<file path="config.mk">
export PLATFORM = sky130hd
export DESIGN_NAME = agc_monitor_step_ctrl_flat
export DESIGN_NICKNAME = d
export VERILOG_FILES = /design/src/rtl/agc_monitor_step_ctrl_if.sv /design/src/rtl/agc_monitor_step_ctrl.sv /design/src/flat_wrapper.sv
export SDC_FILE = /design/constraint.sdc
export NUM_CORES = 1
export LEC_CHECK = 0
export CAP_MARGIN = 25
export CORE_MARGIN = 5
export CORE_UTILIZATION = 48
export DETAILED_ROUTE_END_ITERATION = 7
export GPL_TIMING_DRIVEN = 0
export PLACE_DENSITY = 0.77
export SLEW_MARGIN = 20
export SYNTH_ARGS = -nofsm -noshare
export SYNTH_HDL_FRONTEND = slang
export SYNTH_SLANG_ARGS = --single-unit
</file>
<file path="constraint.sdc">
create_clock -name CLOCK -period 2.5 [get_ports CLOCK]
set_clock_uncertainty 0.15 [all_clocks]
set_input_delay 0.75 -clock CLOCK [delete_from_list [all_inputs] [get_ports CLOCK]]
set_output_delay 0.75 -clock CLOCK [all_outputs]
set_load 0.02 [all_outputs]
</file>
<file path="src/rtl/agc_monitor_step_ctrl_if.sv">
// Host/timer-facing signal bundle for the AGC monitor stop/step controller.
// The slave side is the controller itself; the master side is whatever drives it.
interface agc_monitor_step_ctrl_if;
  logic [11:0] MT;
  logic        MSTPIT_;
  logic        MGOJAM;
  logic        cmd_run;
  logic        cmd_stop;
  logic        cmd_step;
  logic [7:0]  step_cnt;
  logic        MSTP;
  logic        MSTRTP;
  logic        stopped;
  logic        busy;
  logic        fault;
  logic [15:0] mct_count;
  logic [3:0]  last_tp;
  logic [7:0]  steps_left;

  modport master (
    output MT, MSTPIT_, MGOJAM, cmd_run, cmd_stop, cmd_step, step_cnt,
    input  MSTP, MSTRTP, stopped, busy, fault, mct_count, last_tp, steps_left
  );

  modport slave (
    input  MT, MSTPIT_, MGOJAM, cmd_run, cmd_stop, cmd_step, step_cnt,
    output MSTP, MSTRTP, stopped, busy, fault, mct_count, last_tp, steps_left
  );
endinterface

</file>
<file path="src/rtl/agc_monitor_step_ctrl.sv">
// Monitor-side stop/step controller for the AGC timer: drives MSTP/MSTRTP,
// single-steps memory cycles, and tracks MCT count and last timepulse.
module agc_monitor_step_ctrl #(
  parameter int STRT_WIDTH = 2,
  parameter int TIMEOUT    = 1024
) (
  input  logic                      CLOCK,
  input  logic                      rst,
  agc_monitor_step_ctrl_if.slave    bus
);
  localparam int CW = $clog2(TIMEOUT);

  typedef enum logic [2:0] {
    RUN, STOPPING, STOPPED, STEP_PULSE, STEP_WAIT_START, STEP_WAIT_STOP, FAULT
  } state_t;

  state_t        r_state, w_next;
  logic [CW-1:0] r_wait_cnt;
  logic [7:0]    r_steps_left, w_steps_next;
  logic          r_mt01_d;
  logic          r_mstp, r_mstrtp, r_stopped, r_busy, r_fault;
  logic [15:0]   r_mct_count;
  logic [3:0]    r_last_tp, w_tp_num;
  logic          w_mt01_rise, w_tmo, w_pulse_done, w_in_step;

  assign w_mt01_rise  = bus.MT[0] & ~r_mt01_d;
  // One counter serves both the pulse width and the acknowledge timeout.
  assign w_tmo        = (r_wait_cnt == CW'(TIMEOUT - 1));
  assign w_pulse_done = (r_wait_cnt == CW'(STRT_WIDTH - 1));
  assign w_in_step    = r_state inside {STEP_PULSE, STEP_WAIT_START, STEP_WAIT_STOP};

  always_comb begin
    w_tp_num = '0;
    for (int i = 0; i < 12; i++)
      if (bus.MT[i]) w_tp_num = 4'(i + 1);
  end

  always_comb begin
    w_next       = r_state;
    w_steps_next = r_steps_left;
    case (r_state)
      RUN:      if (bus.cmd_stop) w_next = STOPPING;
      STOPPING: if (!bus.MSTPIT_) w_next = STOPPED;
                else if (w_tmo)   w_next = FAULT;
      STOPPED: begin
        if (bus.cmd_stop) w_next = STOPPED;
        else if (bus.cmd_step && bus.step_cnt != 8'd0) begin
          w_next       = STEP_PULSE;
          w_steps_next = bus.step_cnt;
        end else if (bus.cmd_run) w_next = RUN;
      end
      STEP_PULSE: begin
        if (bus.cmd_stop) w_steps_next = '0;
        if (w_pulse_done) w_next = STEP_WAIT_START;
      end
      STEP_WAIT_START: begin
        if (bus.cmd_stop) w_steps_next = '0;
        if (w_mt01_rise) w_next = STEP_WAIT_STOP;
        else if (w_tmo)  w_next = FAULT;
      end
      STEP_WAIT_STOP: begin
        if (!bus.MSTPIT_) begin
          // A stop request already zeroed the remaining count, so it lands in STOPPED.
          if (bus.cmd_stop || r_steps_left <= 8'd1) begin
            w_next       = STOPPED;
            w_steps_next = '0;
          end else begin
            w_next       = STEP_PULSE;
            w_steps_next = r_steps_left - 8'd1;
          end
        end else begin
          if (bus.cmd_stop) w_steps_next = '0;
          if (w_tmo) w_next = FAULT;
        end
      end
      FAULT: if (bus.cmd_stop)     w_next = STOPPING;
             else if (bus.cmd_run) w_next = RUN;
      default: w_next = RUN;
    endcase
    if (bus.MGOJAM) begin
      w_steps_next = '0;
      if (w_in_step) w_next = STOPPING;
      else if (w_next inside {STEP_PULSE, STEP_WAIT_START, STEP_WAIT_STOP}) w_next = r_state;
    end
  end

  always_ff @(posedge CLOCK or posedge rst) begin
    if (rst) begin
      r_state      <= RUN;
      r_wait_cnt   <= '0;
      r_steps_left <= '0;
      r_mt01_d     <= 1'b0;
      r_mct_count  <= '0;
      r_last_tp    <= '0;
      r_mstp       <= 1'b0;
      r_mstrtp     <= 1'b0;
      r_stopped    <= 1'b0;
      r_busy       <= 1'b0;
      r_fault      <= 1'b0;
    end else begin
      r_state      <= w_next;
      r_steps_left <= w_steps_next;
      r_wait_cnt   <= (w_next != r_state) ? '0 : r_wait_cnt + CW'(1);
      r_mt01_d     <= bus.MT[0];
      if (bus.MGOJAM)       r_mct_count <= '0;
      else if (w_mt01_rise) r_mct_count <= r_mct_count + 16'd1;
      if ($onehot(bus.MT))  r_last_tp <= w_tp_num;
      // Outputs decode the next state so they are flops aligned with r_state.
      r_mstp    <= (w_next != RUN);
      r_mstrtp  <= (w_next == STEP_PULSE);
      r_stopped <= (w_next == STOPPED);
      r_busy    <= w_next inside {STOPPING, STEP_PULSE, STEP_WAIT_START, STEP_WAIT_STOP};
      r_fault   <= (w_next == FAULT);
    end
  end

  assign bus.MSTP       = r_mstp;
  assign bus.MSTRTP     = r_mstrtp;
  assign bus.stopped    = r_stopped;
  assign bus.busy       = r_busy;
  assign bus.fault      = r_fault;
  assign bus.mct_count  = r_mct_count;
  assign bus.last_tp    = r_last_tp;
  assign bus.steps_left = r_steps_left;
endmodule

</file>
<file path="src/flat_wrapper.sv">
// flat-port wrapper written by rule: the top's interface ports become plain ports
module agc_monitor_step_ctrl_flat 
#(
  parameter int STRT_WIDTH = 2,
  parameter int TIMEOUT    = 1024
)
  (CLOCK, rst, bus_MT, bus_MSTPIT_, bus_MGOJAM, bus_cmd_run, bus_cmd_stop, bus_cmd_step, bus_step_cnt, bus_MSTP, bus_MSTRTP, bus_stopped, bus_busy, bus_fault, bus_mct_count, bus_last_tp, bus_steps_left);
  agc_monitor_step_ctrl_if bus_i ();
  input  logic CLOCK;
  input  logic rst;
  input wire logic [$bits(bus_i.MT)-1:0] bus_MT;
  input wire logic [$bits(bus_i.MSTPIT_)-1:0] bus_MSTPIT_;
  input wire logic [$bits(bus_i.MGOJAM)-1:0] bus_MGOJAM;
  input wire logic [$bits(bus_i.cmd_run)-1:0] bus_cmd_run;
  input wire logic [$bits(bus_i.cmd_stop)-1:0] bus_cmd_stop;
  input wire logic [$bits(bus_i.cmd_step)-1:0] bus_cmd_step;
  input wire logic [$bits(bus_i.step_cnt)-1:0] bus_step_cnt;
  output wire logic [$bits(bus_i.MSTP)-1:0] bus_MSTP;
  output wire logic [$bits(bus_i.MSTRTP)-1:0] bus_MSTRTP;
  output wire logic [$bits(bus_i.stopped)-1:0] bus_stopped;
  output wire logic [$bits(bus_i.busy)-1:0] bus_busy;
  output wire logic [$bits(bus_i.fault)-1:0] bus_fault;
  output wire logic [$bits(bus_i.mct_count)-1:0] bus_mct_count;
  output wire logic [$bits(bus_i.last_tp)-1:0] bus_last_tp;
  output wire logic [$bits(bus_i.steps_left)-1:0] bus_steps_left;
  assign bus_i.MT = bus_MT;
  assign bus_i.MSTPIT_ = bus_MSTPIT_;
  assign bus_i.MGOJAM = bus_MGOJAM;
  assign bus_i.cmd_run = bus_cmd_run;
  assign bus_i.cmd_stop = bus_cmd_stop;
  assign bus_i.cmd_step = bus_cmd_step;
  assign bus_i.step_cnt = bus_step_cnt;
  assign bus_MSTP = bus_i.MSTP;
  assign bus_MSTRTP = bus_i.MSTRTP;
  assign bus_stopped = bus_i.stopped;
  assign bus_busy = bus_i.busy;
  assign bus_fault = bus_i.fault;
  assign bus_mct_count = bus_i.mct_count;
  assign bus_last_tp = bus_i.last_tp;
  assign bus_steps_left = bus_i.steps_left;
  agc_monitor_step_ctrl #(.STRT_WIDTH(STRT_WIDTH), .TIMEOUT(TIMEOUT)) u_core (.CLOCK(CLOCK), .rst(rst), .bus(bus_i));
endmodule
</file>
==> impl_metrics.yaml <==
drt:
  wl_per_cell_um: 16.2
  drc: 0
  dr.first_iter.drc_count: 139
  viasPerCell: 5.67
  dr_total_vias: 2877
  drtAntennaViolNets: 0
  drt_first_pass_iters: 4
  routed_wl_mm: 8.22
floorplan:
  die-area_mm2: 0.00841
  ios: 60
  rows: 29
  die_w_um: 91.7
  fp.dieH_um: 91.7
  start_util: 0.499
  core_mm2: 0.00642
global_routing:
  grt_max_degree: 36
  overflow: 0
  grt_pass1_wl_mm: 13.7
  antenna_found_initial: 0
  grt_usage: 0.195
  grt_pass1_vias: 2998
synth:
  async_flop_share: 1.00
  synthFlopType: "dfrtp_1"
  syn-instance-count: 342
  seq_area_frac_synth: 0.367
  syn_area_mm2: 0.00320
  synth_nets: 392
  synth-edff-count: 0
  synth_area_leaders: "dfrtp_1, ha_1, fa_1"
  ys_seq_elements: 47
  syn_avg_cell_area_um2: 9.37
  ys_top_cells_by_count: "dfrtp_1, nor2_1, nand2_1"
  netlist.area_leader.share: 0.367
  synth_cell_types: 62
  yosys_warnings: 0
  yosysMostFrequentCell: "dfrtp_1"
  synth_area_leader_cell: "dfrtp_1"
place:
  place_ws_ns: -2.34
  dp_hpwl_mm: 5.66
  portBuffers: 58
  globalplace.congestion: 0.845
  dp_cells: 478
power_and_ir_drop:
  p_per_area_mw_per_mm2: 1000
  leakage_uw: 0.00190
  peakVddDrop_v: 0.000508
timing:
  fin_crit_sh: 1.58
  slew_headroom: 0.499
  finalMaxSlewViolations: 0
  fmax_mhz: 252
  hold_viol_final: 0
  rsz0062_at_grt: "true"
  worstMarginPinSlew_ns: 0.745
  setup_viol: 7
  period_needed_ns: 3.96
  setup_ws_ns: -1.46
clock_tree:
  root_buffer: "clkbuf_8"
  h-tree-depth: 2
  cts_buffers: 5
  clkLatencyLatePin_ns: 0.30
  cts_num_sinks: 47
  cts_buffer_depth: 2
  cts_tree: "done"
  clk_pin_slew_worst_paths_ns: 0.08
final_layout:
  area_growth_pct: 38.9
  drive_gt1_frac: 0.272
  n_antenna_cell: 0
  num-nets-final: 479
  finalNonFillerCells: 507
setup_path:
  arrival_ns: 3.99
  critPathKind: "in2reg"
  critPathRequiredTime_ns: 2.53
  worstSetupStartpointType: "input pin"
  end_kind: "flop"
  cp_max_fo: 2
run_status:
  outcome: "complete, but fails checks"
  violations: "negative setup slack"
job:
  drv_cap: 0
hold_path:
  hold_class: "reg2reg"
-- metrics by stage --
stage	hold WS, ns	power, µW	setup TNS (ns)	util	instance area [µm²]
global placement	0.370	3170	-49.40	0.612	3930
finish	0.388	4460	-5.67	0.693	4450
detailed placement	0.367	3230	-29.77	0.615	3950
CTS	0.392	4170	-5.79	0.672	4320
global route	0.426	4750	-6.91	0.693	4450
floorplan	0.342	2620	-5.75	-	3250
-- layout by cell type, fill, tap and decap left out, drive strengths merged, types with 4 or more instances in the layout --
cell and n:
dfrtp 47, clkdlybuf4s50 40, nor2 38, buf 36, nand2 30, a21oi 27, inv 24, o21ai 17
nor3 17, ha 16, xor2 15, clkbuf 13, nand3 8, or3 8, nand2b 7, fa 7
nand4 6, xnor2 6, nor4 6, clkdlybuf4s15 5, mux2 4, nor2b 4, o31ai 4, and2 4
-- power by group --
| group | internal (µW) | leakage (µW) | switching (µW) |
|---|---|---|---|
| logic | 1330 | 0.00123 | 1590 |
| clock network | 226 | 0.0000474 | 256 |
| registers | 915 | 0.000625 | 151 |
| total | 2470 | 0.00190 | 2000 |
-- flip-flops by register name, indices dropped and copies added (netlist names) --
signal                 count
u_core.bus.stopped         1
u_core.r_wait_cnt         10
u_core.bus.last_tp         4
u_core.bus.fault           1
u_core.r_mt01_d            1
u_core.bus.busy            1
u_core.bus.MSTP            1
u_core.r_state             3
u_core.bus.steps_left      8
u_core.bus.MSTRTP          1
u_core.bus.mct_count      16
-- worst max-delay path, stage by stage --
cell	delay [ns]
buf_8	0.10
ha_4	0.25
inv_2	0.03
fa_1	0.52
inv_1	0.05
fa_1	0.44
fa_1	0.50
ha_2	0.19
inv_2	0.04
fa_2	0.35
xor2_2	0.20
nand3_4	0.12
nor2_4	0.14
mux2_4	0.30
-- what timing repair did --
item,CTS,global route
gates resized for setup,92,31
gates cloned,1,1
pin swaps,22,21
hold buffers,0,0
setup buffers,15,6
endpoints found under the setup margin,34,22
-- path summary, 6_finish.rpt --
| path | start | to | slack, ns | depth (start not counted) |
|---|---|---|---|---|
| min reg2reg | u_core.bus.last_tp[0]$_DFFE_PP0N_ | u_core.bus.last_tp[0]$_DFFE_PP0N_ | 0.39 | 2 |
| max in group asynchronous | rst | u_core.r_wait_cnt[9]$_DFF_PP0_ | 1.14 | 3 |
| max | bus_MT[6] | u_core.bus.last_tp[1]$_DFFE_PP0N_ | -1.46 | 14 |
| max reg2reg | u_core.r_wait_cnt[0]$_DFF_PP0_ | u_core.r_wait_cnt[7]$_DFF_PP0_ | -0.01 | 8 |
| min in group asynchronous | rst | u_core.bus.steps_left[2]$_DFFE_PP0P_ | 0.56 | 2 |
| min | u_core.bus.last_tp[0]$_DFFE_PP0N_ | u_core.bus.last_tp[0]$_DFFE_PP0N_ | 0.39 | 2 |
-- cell families (layout without fill, tap and decap cells) --
group           Yosys count  after routing  share of synthesized area
simple gates            140            140                      0.244
compound gates           74             74                      0.166
flops                    47             47                      0.367
buf+inv                  33            121                     0.0445
fa+ha+maj                23             23                      0.106
xor+xnor                 21             21                     0.0574
mux                       4              4                     0.0141
-- per-layer routing --
metal / global-route usage / vias up / routed length [µm]
li1: - / 1378 / -
met5: 0 / - / 0
met2: 0.341 / 103 / 4210
met1: 0.244 / 1380 / 3420
met4: 0.0631 / 0 / 142
met3: 0.0376 / 16 / 445
-- layout make-up --
| type | count | area (µm²) |
|---|---|---|
| Multi-Input combinational cell | 262 | 2150 |
| Fill cell | 487 | 1970 |
| Sequential cell | 47 | 1180 |
| Timing Repair Buffer | 80 | 774 |
| Tap cell | 77 | 96.3 |
| Inverter | 24 | 90.1 |
| Clock buffer | 6 | 82.6 |
| Buffer | 9 | 58.8 |
| Clock inverter | 2 | 16.3 |
(Power assumes the default switching activity.)
